[config.mk]
export PLATFORM = sky130hd
export DESIGN_NAME = mem_arbiter_2x256x16_flat
export DESIGN_NICKNAME = d
export VERILOG_FILES = /design/src/rtl/mem_arbiter_2x256x16_if.sv /design/src/rtl/mem_arbiter_2x256x16.sv /design/src/flat_wrapper.sv
export SDC_FILE = /design/constraint.sdc
export NUM_CORES = 1
export LEC_CHECK = 0
export ABC_CLOCK_PERIOD_IN_PS = 6450
export BUFFER_PORTS_ARGS = -buffer_cell sky130_fd_sc_hd__buf_2
export CORE_UTILIZATION = 47
export CTS_BUF_LIST = sky130_fd_sc_hd__clkbuf_16
export DETAILED_ROUTE_END_ITERATION = 6
export PLACE_DENSITY = 0.92
export REMOVE_ABC_BUFFERS = 1
export SYNTH_ARGS = -nofsm -noshare
export SYNTH_HDL_FRONTEND = slang
export SYNTH_SLANG_ARGS = --single-unit
[constraint.sdc]
create_clock -name CLK -period 6.45 [get_ports CLK]
set_clock_uncertainty 0.15 [all_clocks]
set_input_delay 1.29 -clock CLK [delete_from_list [all_inputs] [get_ports CLK]]
set_output_delay 1.29 -clock CLK [all_outputs]
set_load 0.01 [all_outputs]
[src/rtl/mem_arbiter_2x256x16_if.sv]
// Requester-side bus bundle for the two ports of mem_arbiter_2x256x16.
// master = requester view, slave = arbiter view.
interface mem_arbiter_2x256x16_if #(
    parameter int AW = 8,
    parameter int DW = 16
);
    logic          m0_req;
    logic          m0_we;
    logic [AW-1:0] m0_addr;
    logic [DW-1:0] m0_wdata;
    logic          m0_lock;
    logic          m0_gnt;
    logic          m0_rvalid;
    logic [DW-1:0] m0_rdata;

    logic          m1_req;
    logic          m1_we;
    logic [AW-1:0] m1_addr;
    logic [DW-1:0] m1_wdata;
    logic          m1_lock;
    logic          m1_gnt;
    logic          m1_rvalid;
    logic [DW-1:0] m1_rdata;

    modport master (
        output m0_req, m0_we, m0_addr, m0_wdata, m0_lock,
        output m1_req, m1_we, m1_addr, m1_wdata, m1_lock,
        input  m0_gnt, m0_rvalid, m0_rdata,
        input  m1_gnt, m1_rvalid, m1_rdata
    );

    modport slave (
        input  m0_req, m0_we, m0_addr, m0_wdata, m0_lock,
        input  m1_req, m1_we, m1_addr, m1_wdata, m1_lock,
        output m0_gnt, m0_rvalid, m0_rdata,
        output m1_gnt, m1_rvalid, m1_rdata
    );
endinterface

[src/rtl/mem_arbiter_2x256x16.sv]
// Round-robin arbiter with bounded lock sharing one Memory_256x16 port
// between two requesters; one access per granted cycle, registered read return.
module mem_arbiter_2x256x16 #(
    parameter int AW       = 8,
    parameter int DW       = 16,
    parameter int LOCK_MAX = 16
) (
    input  logic                      CLK,
    input  logic                      RST,
    mem_arbiter_2x256x16_if.slave     bus,
    output logic [AW-1:0]             ADDR,
    output logic                      En,
    output logic [DW-1:0]             WD,
    input  logic [DW-1:0]             RD
);
    localparam logic [7:0] LMAX = LOCK_MAX[7:0];

    typedef enum logic [1:0] {
        ST_RR    = 2'd0,
        ST_LOCK0 = 2'd1,
        ST_LOCK1 = 2'd2
    } own_t;

    own_t          r_state;
    own_t          w_state_nxt;
    logic [7:0]    r_lcnt;
    logic [7:0]    w_lcnt_nxt;
    logic [7:0]    w_lcnt_inc;
    logic          r_ptr;
    logic          r_rvalid0;
    logic          r_rvalid1;
    logic [DW-1:0] r_rdata0;
    logic [DW-1:0] r_rdata1;

    logic          w_gnt0;
    logic          w_gnt1;
    logic          w_break;
    logic          w_rr;
    logic          w_rd0;
    logic          w_rd1;

    assign w_lcnt_inc = (r_lcnt == 8'hFF) ? r_lcnt : r_lcnt + 8'd1;

    // A lock owner that drops req is arbitrated as RR in that same cycle.
    always_comb begin
        w_gnt0      = 1'b0;
        w_gnt1      = 1'b0;
        w_break     = 1'b0;
        w_rr        = 1'b0;
        w_state_nxt = r_state;
        w_lcnt_nxt  = r_lcnt;
        if (!RST) begin
            w_rr = (r_state == ST_RR)
                || (r_state == ST_LOCK0 && !bus.m0_req)
                || (r_state == ST_LOCK1 && !bus.m1_req);
            if (w_rr) begin
                if (bus.m0_req && bus.m1_req) begin
                    w_gnt0 = r_ptr;
                    w_gnt1 = !r_ptr;
                end else begin
                    w_gnt0 = bus.m0_req;
                    w_gnt1 = bus.m1_req;
                end
            end else if (r_state == ST_LOCK0) begin
                if (r_lcnt < LMAX || !bus.m1_req) begin
                    w_gnt0 = 1'b1;
                end else begin
                    w_gnt1  = 1'b1;
                    w_break = 1'b1;
                end
            end else begin
                if (r_lcnt < LMAX || !bus.m0_req) begin
                    w_gnt1 = 1'b1;
                end else begin
                    w_gnt0  = 1'b1;
                    w_break = 1'b1;
                end
            end

            if (w_gnt0) begin
                if (bus.m0_lock && !w_break) begin
                    w_state_nxt = ST_LOCK0;
                    w_lcnt_nxt  = (r_state == ST_LOCK0) ? w_lcnt_inc : 8'd1;
                end else begin
                    w_state_nxt = ST_RR;
                    w_lcnt_nxt  = '0;
                end
            end else if (w_gnt1) begin
                if (bus.m1_lock && !w_break) begin
                    w_state_nxt = ST_LOCK1;
                    w_lcnt_nxt  = (r_state == ST_LOCK1) ? w_lcnt_inc : 8'd1;
                end else begin
                    w_state_nxt = ST_RR;
                    w_lcnt_nxt  = '0;
                end
            end else begin
                w_state_nxt = ST_RR;
                w_lcnt_nxt  = '0;
            end
        end
    end

    always_ff @(posedge CLK) begin
        if (RST) begin
            r_state <= ST_RR;
            r_lcnt  <= '0;
        end else begin
            r_state <= w_state_nxt;
            r_lcnt  <= w_lcnt_nxt;
        end
    end

    assign w_rd0 = w_gnt0 && !bus.m0_we;
    assign w_rd1 = w_gnt1 && !bus.m1_we;

    always_ff @(posedge CLK) begin
        if (RST) begin
            r_ptr     <= 1'b1;
            r_rvalid0 <= 1'b0;
            r_rvalid1 <= 1'b0;
            r_rdata0  <= '0;
            r_rdata1  <= '0;
        end else begin
            if (w_gnt0) begin
                r_ptr <= 1'b0;
            end else if (w_gnt1) begin
                r_ptr <= 1'b1;
            end
            r_rvalid0 <= w_rd0;
            r_rvalid1 <= w_rd1;
            if (w_rd0) begin
                r_rdata0 <= RD;
            end
            if (w_rd1) begin
                r_rdata1 <= RD;
            end
        end
    end

    assign ADDR = w_gnt1 ? bus.m1_addr  : bus.m0_addr;
    assign WD   = w_gnt1 ? bus.m1_wdata : bus.m0_wdata;
    assign En   = (w_gnt0 && bus.m0_we) || (w_gnt1 && bus.m1_we);

    assign bus.m0_gnt    = w_gnt0;
    assign bus.m1_gnt    = w_gnt1;
    assign bus.m0_rvalid = r_rvalid0;
    assign bus.m1_rvalid = r_rvalid1;
    assign bus.m0_rdata  = r_rdata0;
    assign bus.m1_rdata  = r_rdata1;
endmodule
[src/flat_wrapper.sv]
// flat-port wrapper written by rule: the top's interface ports become plain ports
module mem_arbiter_2x256x16_flat 
#(
    parameter int AW       = 8,
    parameter int DW       = 16,
    parameter int LOCK_MAX = 16
)
  (CLK, RST, ADDR, En, WD, RD, bus_m0_req, bus_m0_we, bus_m0_addr, bus_m0_wdata, bus_m0_lock, bus_m1_req, bus_m1_we, bus_m1_addr, bus_m1_wdata, bus_m1_lock, bus_m0_gnt, bus_m0_rvalid, bus_m0_rdata, bus_m1_gnt, bus_m1_rvalid, bus_m1_rdata);
  mem_arbiter_2x256x16_if #(.AW(AW), .DW(DW)) bus_i ();
  input  logic CLK;
  input  logic RST;
  output logic [AW-1:0] ADDR;
  output logic En;
  output logic [DW-1:0] WD;
  input  logic [DW-1:0] RD;
  input wire logic [$bits(bus_i.m0_req)-1:0] bus_m0_req;
  input wire logic [$bits(bus_i.m0_we)-1:0] bus_m0_we;
  input wire logic [$bits(bus_i.m0_addr)-1:0] bus_m0_addr;
  input wire logic [$bits(bus_i.m0_wdata)-1:0] bus_m0_wdata;
  input wire logic [$bits(bus_i.m0_lock)-1:0] bus_m0_lock;
  input wire logic [$bits(bus_i.m1_req)-1:0] bus_m1_req;
  input wire logic [$bits(bus_i.m1_we)-1:0] bus_m1_we;
  input wire logic [$bits(bus_i.m1_addr)-1:0] bus_m1_addr;
  input wire logic [$bits(bus_i.m1_wdata)-1:0] bus_m1_wdata;
  input wire logic [$bits(bus_i.m1_lock)-1:0] bus_m1_lock;
  output wire logic [$bits(bus_i.m0_gnt)-1:0] bus_m0_gnt;
  output wire logic [$bits(bus_i.m0_rvalid)-1:0] bus_m0_rvalid;
  output wire logic [$bits(bus_i.m0_rdata)-1:0] bus_m0_rdata;
  output wire logic [$bits(bus_i.m1_gnt)-1:0] bus_m1_gnt;
  output wire logic [$bits(bus_i.m1_rvalid)-1:0] bus_m1_rvalid;
  output wire logic [$bits(bus_i.m1_rdata)-1:0] bus_m1_rdata;
  assign bus_i.m0_req = bus_m0_req;
  assign bus_i.m0_we = bus_m0_we;
  assign bus_i.m0_addr = bus_m0_addr;
  assign bus_i.m0_wdata = bus_m0_wdata;
  assign bus_i.m0_lock = bus_m0_lock;
  assign bus_i.m1_req = bus_m1_req;
  assign bus_i.m1_we = bus_m1_we;
  assign bus_i.m1_addr = bus_m1_addr;
  assign bus_i.m1_wdata = bus_m1_wdata;
  assign bus_i.m1_lock = bus_m1_lock;
  assign bus_m0_gnt = bus_i.m0_gnt;
  assign bus_m0_rvalid = bus_i.m0_rvalid;
  assign bus_m0_rdata = bus_i.m0_rdata;
  assign bus_m1_gnt = bus_i.m1_gnt;
  assign bus_m1_rvalid = bus_i.m1_rvalid;
  assign bus_m1_rdata = bus_i.m1_rdata;
  mem_arbiter_2x256x16 #(.AW(AW), .DW(DW), .LOCK_MAX(LOCK_MAX)) u_core (.CLK(CLK), .RST(RST), .bus(bus_i), .ADDR(ADDR), .En(En), .WD(WD), .RD(RD));
endmodule
-- After elaboration in Yosys (flattened, before gate mapping)
Index checks and enable logic that the tools add are counted.
- register bits: 45
- input bits: 72
- output and inout port bits: 61
- logic and storage cells: 66
- add/subtract/negate cells: 1
- order comparisons: 1
- equal/unequal tests: 3
- mux-type cells: 32
- reduce and logical (&&, ||, !) cells: 22
- operators with widths (operator ; number):
    2-to-1 mux 8 bit ; 8
    2-to-1 mux 1 bit ; 20
    2-to-1 mux 16 bit ; 1
    logical AND 1 bit ; 9
    adder 8 x 1 -> 8 bit, second input constant ; 1
    == test 8 bit, second input constant ; 1
    less-than comparator 8 x 5 -> 1 bit, second input constant ; 1
    logical NOT 1 bit ; 6
    2-to-1 mux 2 bit ; 3
    logical OR 1 bit ; 5
    == test 2 x 1 -> 1 bit, second input constant ; 1
    == test 2 bit, second input constant ; 1
    logical NOT 2 bit ; 1
    nonzero test 2 bit ; 1

-- Depth between registers and ports, before layout
- depth in word-level cells: 11
- gate-level depth with buffers: 8
- gate-level depth less buffers: 6

-- Worst setup path before layout
OpenSTA, ideal clock, no wires.
- kind: input-to-output
- start: input bus_m1_req
- end: output En
- arrival: 2595 ps
- required time: 5010 ps
- path slack: 2415 ps
- stages on the path: 7
- buffers on the path: 2
- cells stage by stage: a21bo_2 > and3_1 > a311o_1 > buf_6 > buf_2 > inv_1 > a22o_1
- longest elaborated chain between the ends: 9
- elaborated cells between the ends (all ways): 20
- those cells by class: mux: 12; reduce/logical: 8
- RTL lines (what ; RTL line ; text):
    start, declared ; flat_wrapper.sv:21 ; input wire logic [$bits(bus_i.m1_req)-1:0] bus_m1_req;
    logical NOT 1 bit ; mem_arbiter_2x256x16.sv:55, mem_arbiter_2x256x16.sv:65 ;
    logical OR 1 bit ; mem_arbiter_2x256x16.sv:65 ; if (r_lcnt < LMAX || !bus.m1_req) begin
    2-to-1 mux 1 bit ; mem_arbiter_2x256x16.sv:65 ;
    2-to-1 mux 1 bit ; mem_arbiter_2x256x16.sv:64 ; end else if (r_state == ST_LOCK0) begin
    2-to-1 mux 1 bit (*) ; mem_arbiter_2x256x16.sv:56 ; if (w_rr) begin
    2-to-1 mux 1 bit (*) (2 in a row) ; mem_arbiter_2x256x16.sv:52 ; if (!RST) begin
    net bus_m1_gnt ; flat_wrapper.sv:29 ; output wire logic [$bits(bus_i.m1_gnt)-1:0] bus_m1_gnt;
    logical AND 1 bit (*) ; mem_arbiter_2x256x16.sv:142 ; assign En = (w_gnt0 && bus.m0_we) || (w_gnt1 && bus.m1_we);
    logical OR 1 bit (*) ; mem_arbiter_2x256x16.sv:142 ;
    end, declared ; flat_wrapper.sv:13 ; output logic En;
The timed path passes the listed nets; every way through them passes the cells marked *. The select of a mux whose other input is x is not followed.

-- Worst setup path in the final report
- start: input bus_m1_req
- end: output En
- longest elaborated chain between the ends: 9
- elaborated cells between the ends (all ways): 20
- those cells by class: mux: 12; reduce/logical: 8
- RTL lines (what ; RTL line):
    logical NOT 1 bit ; mem_arbiter_2x256x16.sv:55, mem_arbiter_2x256x16.sv:65
    logical OR 1 bit ; mem_arbiter_2x256x16.sv:65
    2-to-1 mux 1 bit ; mem_arbiter_2x256x16.sv:65
    2-to-1 mux 1 bit ; mem_arbiter_2x256x16.sv:64
    2-to-1 mux 1 bit ; mem_arbiter_2x256x16.sv:56
    2-to-1 mux 1 bit (2 in a row) ; mem_arbiter_2x256x16.sv:52
    logical AND 1 bit ; mem_arbiter_2x256x16.sv:142
    logical OR 1 bit (*) ; mem_arbiter_2x256x16.sv:142
Every way passes the cells marked *; elsewhere a longest branch is shown, timed or not. The select of a mux whose other input is x is not followed.

==> qor.yml <==
fin_crit_sh_pct: 76.9
cp-start-kind: "input pin"
power.total_mw: 0.662
grt.total_usage_pct: 25.1
cts_setup_buffers: 0
slew_headroom_pct: 21.1
drt-total-wl_um: 6170
cts.sinks: 45
wl_per_cell_um: 14.9
path_clk_slew_ns: 0.06
tns_ns: 0
maxSlewViolCount: 0
synth_area_leaders: "dfxtp_1 40%, mux2_2 16%, mux2_4 6.0%, nand2b_1 5.0%, nor2b_1 4.7%"
ctsHoldBuffers: 0
synth-edff-count: 0
finalHoldViolCount: 0
overflow: 0
min_period_ns: 4.96
ys.flop_type: "dfxtp_1"
cts_max_level: 2
use_met2_pct: 48.3
power.internal_mw: 0.497
syn-cell-area_mm2: 0.00224
met1_usage_pct: 25.7
setup_viol: 0
grt_pass1_vias: 2179
num_io_pins: 133
grt_max_degree: 44
cts_made_buffers: 5
coreArea_mm2: 0.00447
ys_seq_area_share_pct: 40.1
clk-insertion-delay-late_ns: 0.28
drtIter0Drc: 100
initial_core_util_pct: 50.2
rsz0062_at_grt: "false"
drc_errors: 0
clockRootBuffer: "clkbuf_16"
syn_inst: 230
irDropWorstVdd_v: 0.000157
worst_ep_required_time_ns: 5.01
drt_first_pass_iters: 6
ys_seq_elements: 45
timing.fmax_mhz: 202
final_nets: 431
regToRegSetupSlack_ns: 2.85
dieHeight_um: 71.1
final_layout_size_suffix_gt1_share_pct: 51.0
area_growth_pct: 36.5
syn_area_per_cell_um2: 9.76
vias: 2166
combinationalPowerShare_pct: 18.9
path_class: "in2out"
die_area_mm2: 0.00506
worstSetupEndpointType: "output pin"
cts_tree: "done"
cp_data_arrival_time_ns: 3.52
gp_congestion: 0.883
worst_slew_pin_slew_ns: 1.18
leakagePower_nw: 1.49
min_path_type: "reg2reg"
num-fill-cells: 354
status: "finished, final reports clean"
rows: 24
seqPwrFrac_pct: 45.2
antenna_found_initial: 1
antenna_left: 0
port_buffers: 132
maxCapViolCount: 0
gr-max-usage-layer: "met2"
max-clock-path-buffers: 2
synthDistinctLibCells: 41
grt_pass1_wl_um: 9890
die_w_um: 71.1
yosys_warnings: 0
cts_resized: 0
async_flop_share_pct: 0
p_sw_mw: 0.165
via_per_inst: 5.24
dp_hpwl_um: 4800
synth_top_area_share_pct: 40.1
worstPathMaxFanout: 28
pwr-share-clk_pct: 36.0
netSwitchingFraction_pct: 24.9
cellPowerDensity_mw_per_mm2: 216
synth_top_cell_by_area: "dfxtp_1"
grt_use_met3_pct: 4.70
[power groups by stage]
stage | Sequential (mW) | Clock [mW] | Combinational [mW]
after floorplan | 0.310 | 0 | 0.0571
after global placement | 0.304 | 0 | 0.121
after detailed placement | 0.305 | 0 | 0.125
after CTS | 0.299 | 0.240 | 0.125
after global routing | 0.300 | 0.255 | 0.135
final | 0.299 | 0.238 | 0.125
[per-layer routing]
metal	part of all wire, %	vias up
met4	2.9	0
met1	37	981
li1	-	1065
met5	0	-
met3	5.7	17
met2	54	103
[cells in the mapped netlist (2+ instances only)]
master    number
dfxtp_1       45
mux2_2        31
nand2_1       21
nand2b_1      18
o21ai_0       18
nor2b_1       17
mux2_4         9
clkbuf_1       8
inv_1          6
nor3_1         6
nand3_1        4
nor2_1         4
and3_1         3
buf_6          3
a21bo_2        2
a31oi_1        2
buf_2          2
mux2i_1        2
nand4_1        2
nor4_1         2
o21ai_1        2
o21bai_1       2
or4_1          2
xor2_1         2
[per-stage QoR]
| stage | area, um2 | hold slack (ns) | utilization, % | setup WS (ns) | cells |
|---|---|---|---|---|---|
| CTS | 3060 | 0.324 | 68.3 | 1.53 | 411 |
| floorplan | 2170 | 0.336 | - | 2.01 | 217 |
| detailed placement | 2920 | 0.312 | 65.3 | 1.54 | 403 |
| finish | 3060 | 0.319 | 68.5 | 1.49 | 413 |
| global placement | 2920 | 0.307 | 65.3 | 1.66 | 403 |
| global route | 3060 | 0.338 | 68.5 | 1.33 | 413 |
[critical path: stages]
cell     delay, ns
buf_2         0.14
o21ai_0       0.29
and3_1        0.25
a311o_1       0.92
inv_1         0.19
a22o_1        0.29
buf_2         0.14
[cell families after synthesis]
kind of cell	share of synthesized area [%]
compound gates	10.6
mux	22.5
flops	40.1
buf+inv	4.29
xor+xnor	0.781
fa+ha+maj	1.00
simple gates	20.7
[cells in the final DEF, fill, tap and decap left out, types with 2 or more instances in the layout]
cell type,netlist,final
dfxtp_1,45,45
xor2_1,2,2
buf_2,2,132
nand2b_1,18,18
nand2_1,21,21
nor4_1,2,2
a21bo_2,2,2
buf_4,0,2
mux2_4,9,9
o21ai_1,2,2
nand4_1,2,2
a31oi_1,2,2
nor2_1,4,4
nor3_1,6,6
mux2i_1,2,2
o21bai_1,2,2
or4_1,2,2
clkinv_1,0,2
nand3_1,4,4
inv_1,6,6
mux2_2,31,31
and3_1,3,3
clkbuf_16,0,5
o21ai_0,18,18
nor2b_1,17,17
diode_2,0,2
[layout make-up]
cell class	count	area, um2	share of cell area (%)
tap	52	65.1	2.12
multi-input combinational	166	1260	41.0
inverter	6	22.5	0.735
antenna	2	5.00	0.163
clock buffer	5	125	4.08
timing repair buffer	134	676	22.1
sequential	45	901	29.4
clock inverter	3	12.5	0.408
[flip-flops by register name, indices dropped and copies added (netlist names)]
signal,flops
u_core.bus.m0_rvalid,1
u_core.bus.m0_rdata,16
u_core.r_state,2
u_core.bus.m1_rvalid,1
u_core.r_ptr,1
u_core.bus.m1_rdata,16
u_core.r_lcnt,8
[path summary, 6_finish.rpt]
kind	startpoint	endpoint	cells past startpoint
worst max-delay path	bus_m1_req	En	7
worst min-delay path	u_core.bus.m0_rdata[0]$_SDFFE_PP0P_	u_core.bus.m0_rdata[0]$_SDFFE_PP0P_	2
worst max register to register	u_core.r_lcnt[6]$_SDFF_PP0_	u_core.bus.m1_rdata[5]$_SDFFE_PP0P_	5
worst min register to register	u_core.bus.m0_rdata[0]$_SDFFE_PP0P_	u_core.bus.m0_rdata[0]$_SDFFE_PP0P_	2
Power figures use the tool's default switching activity.
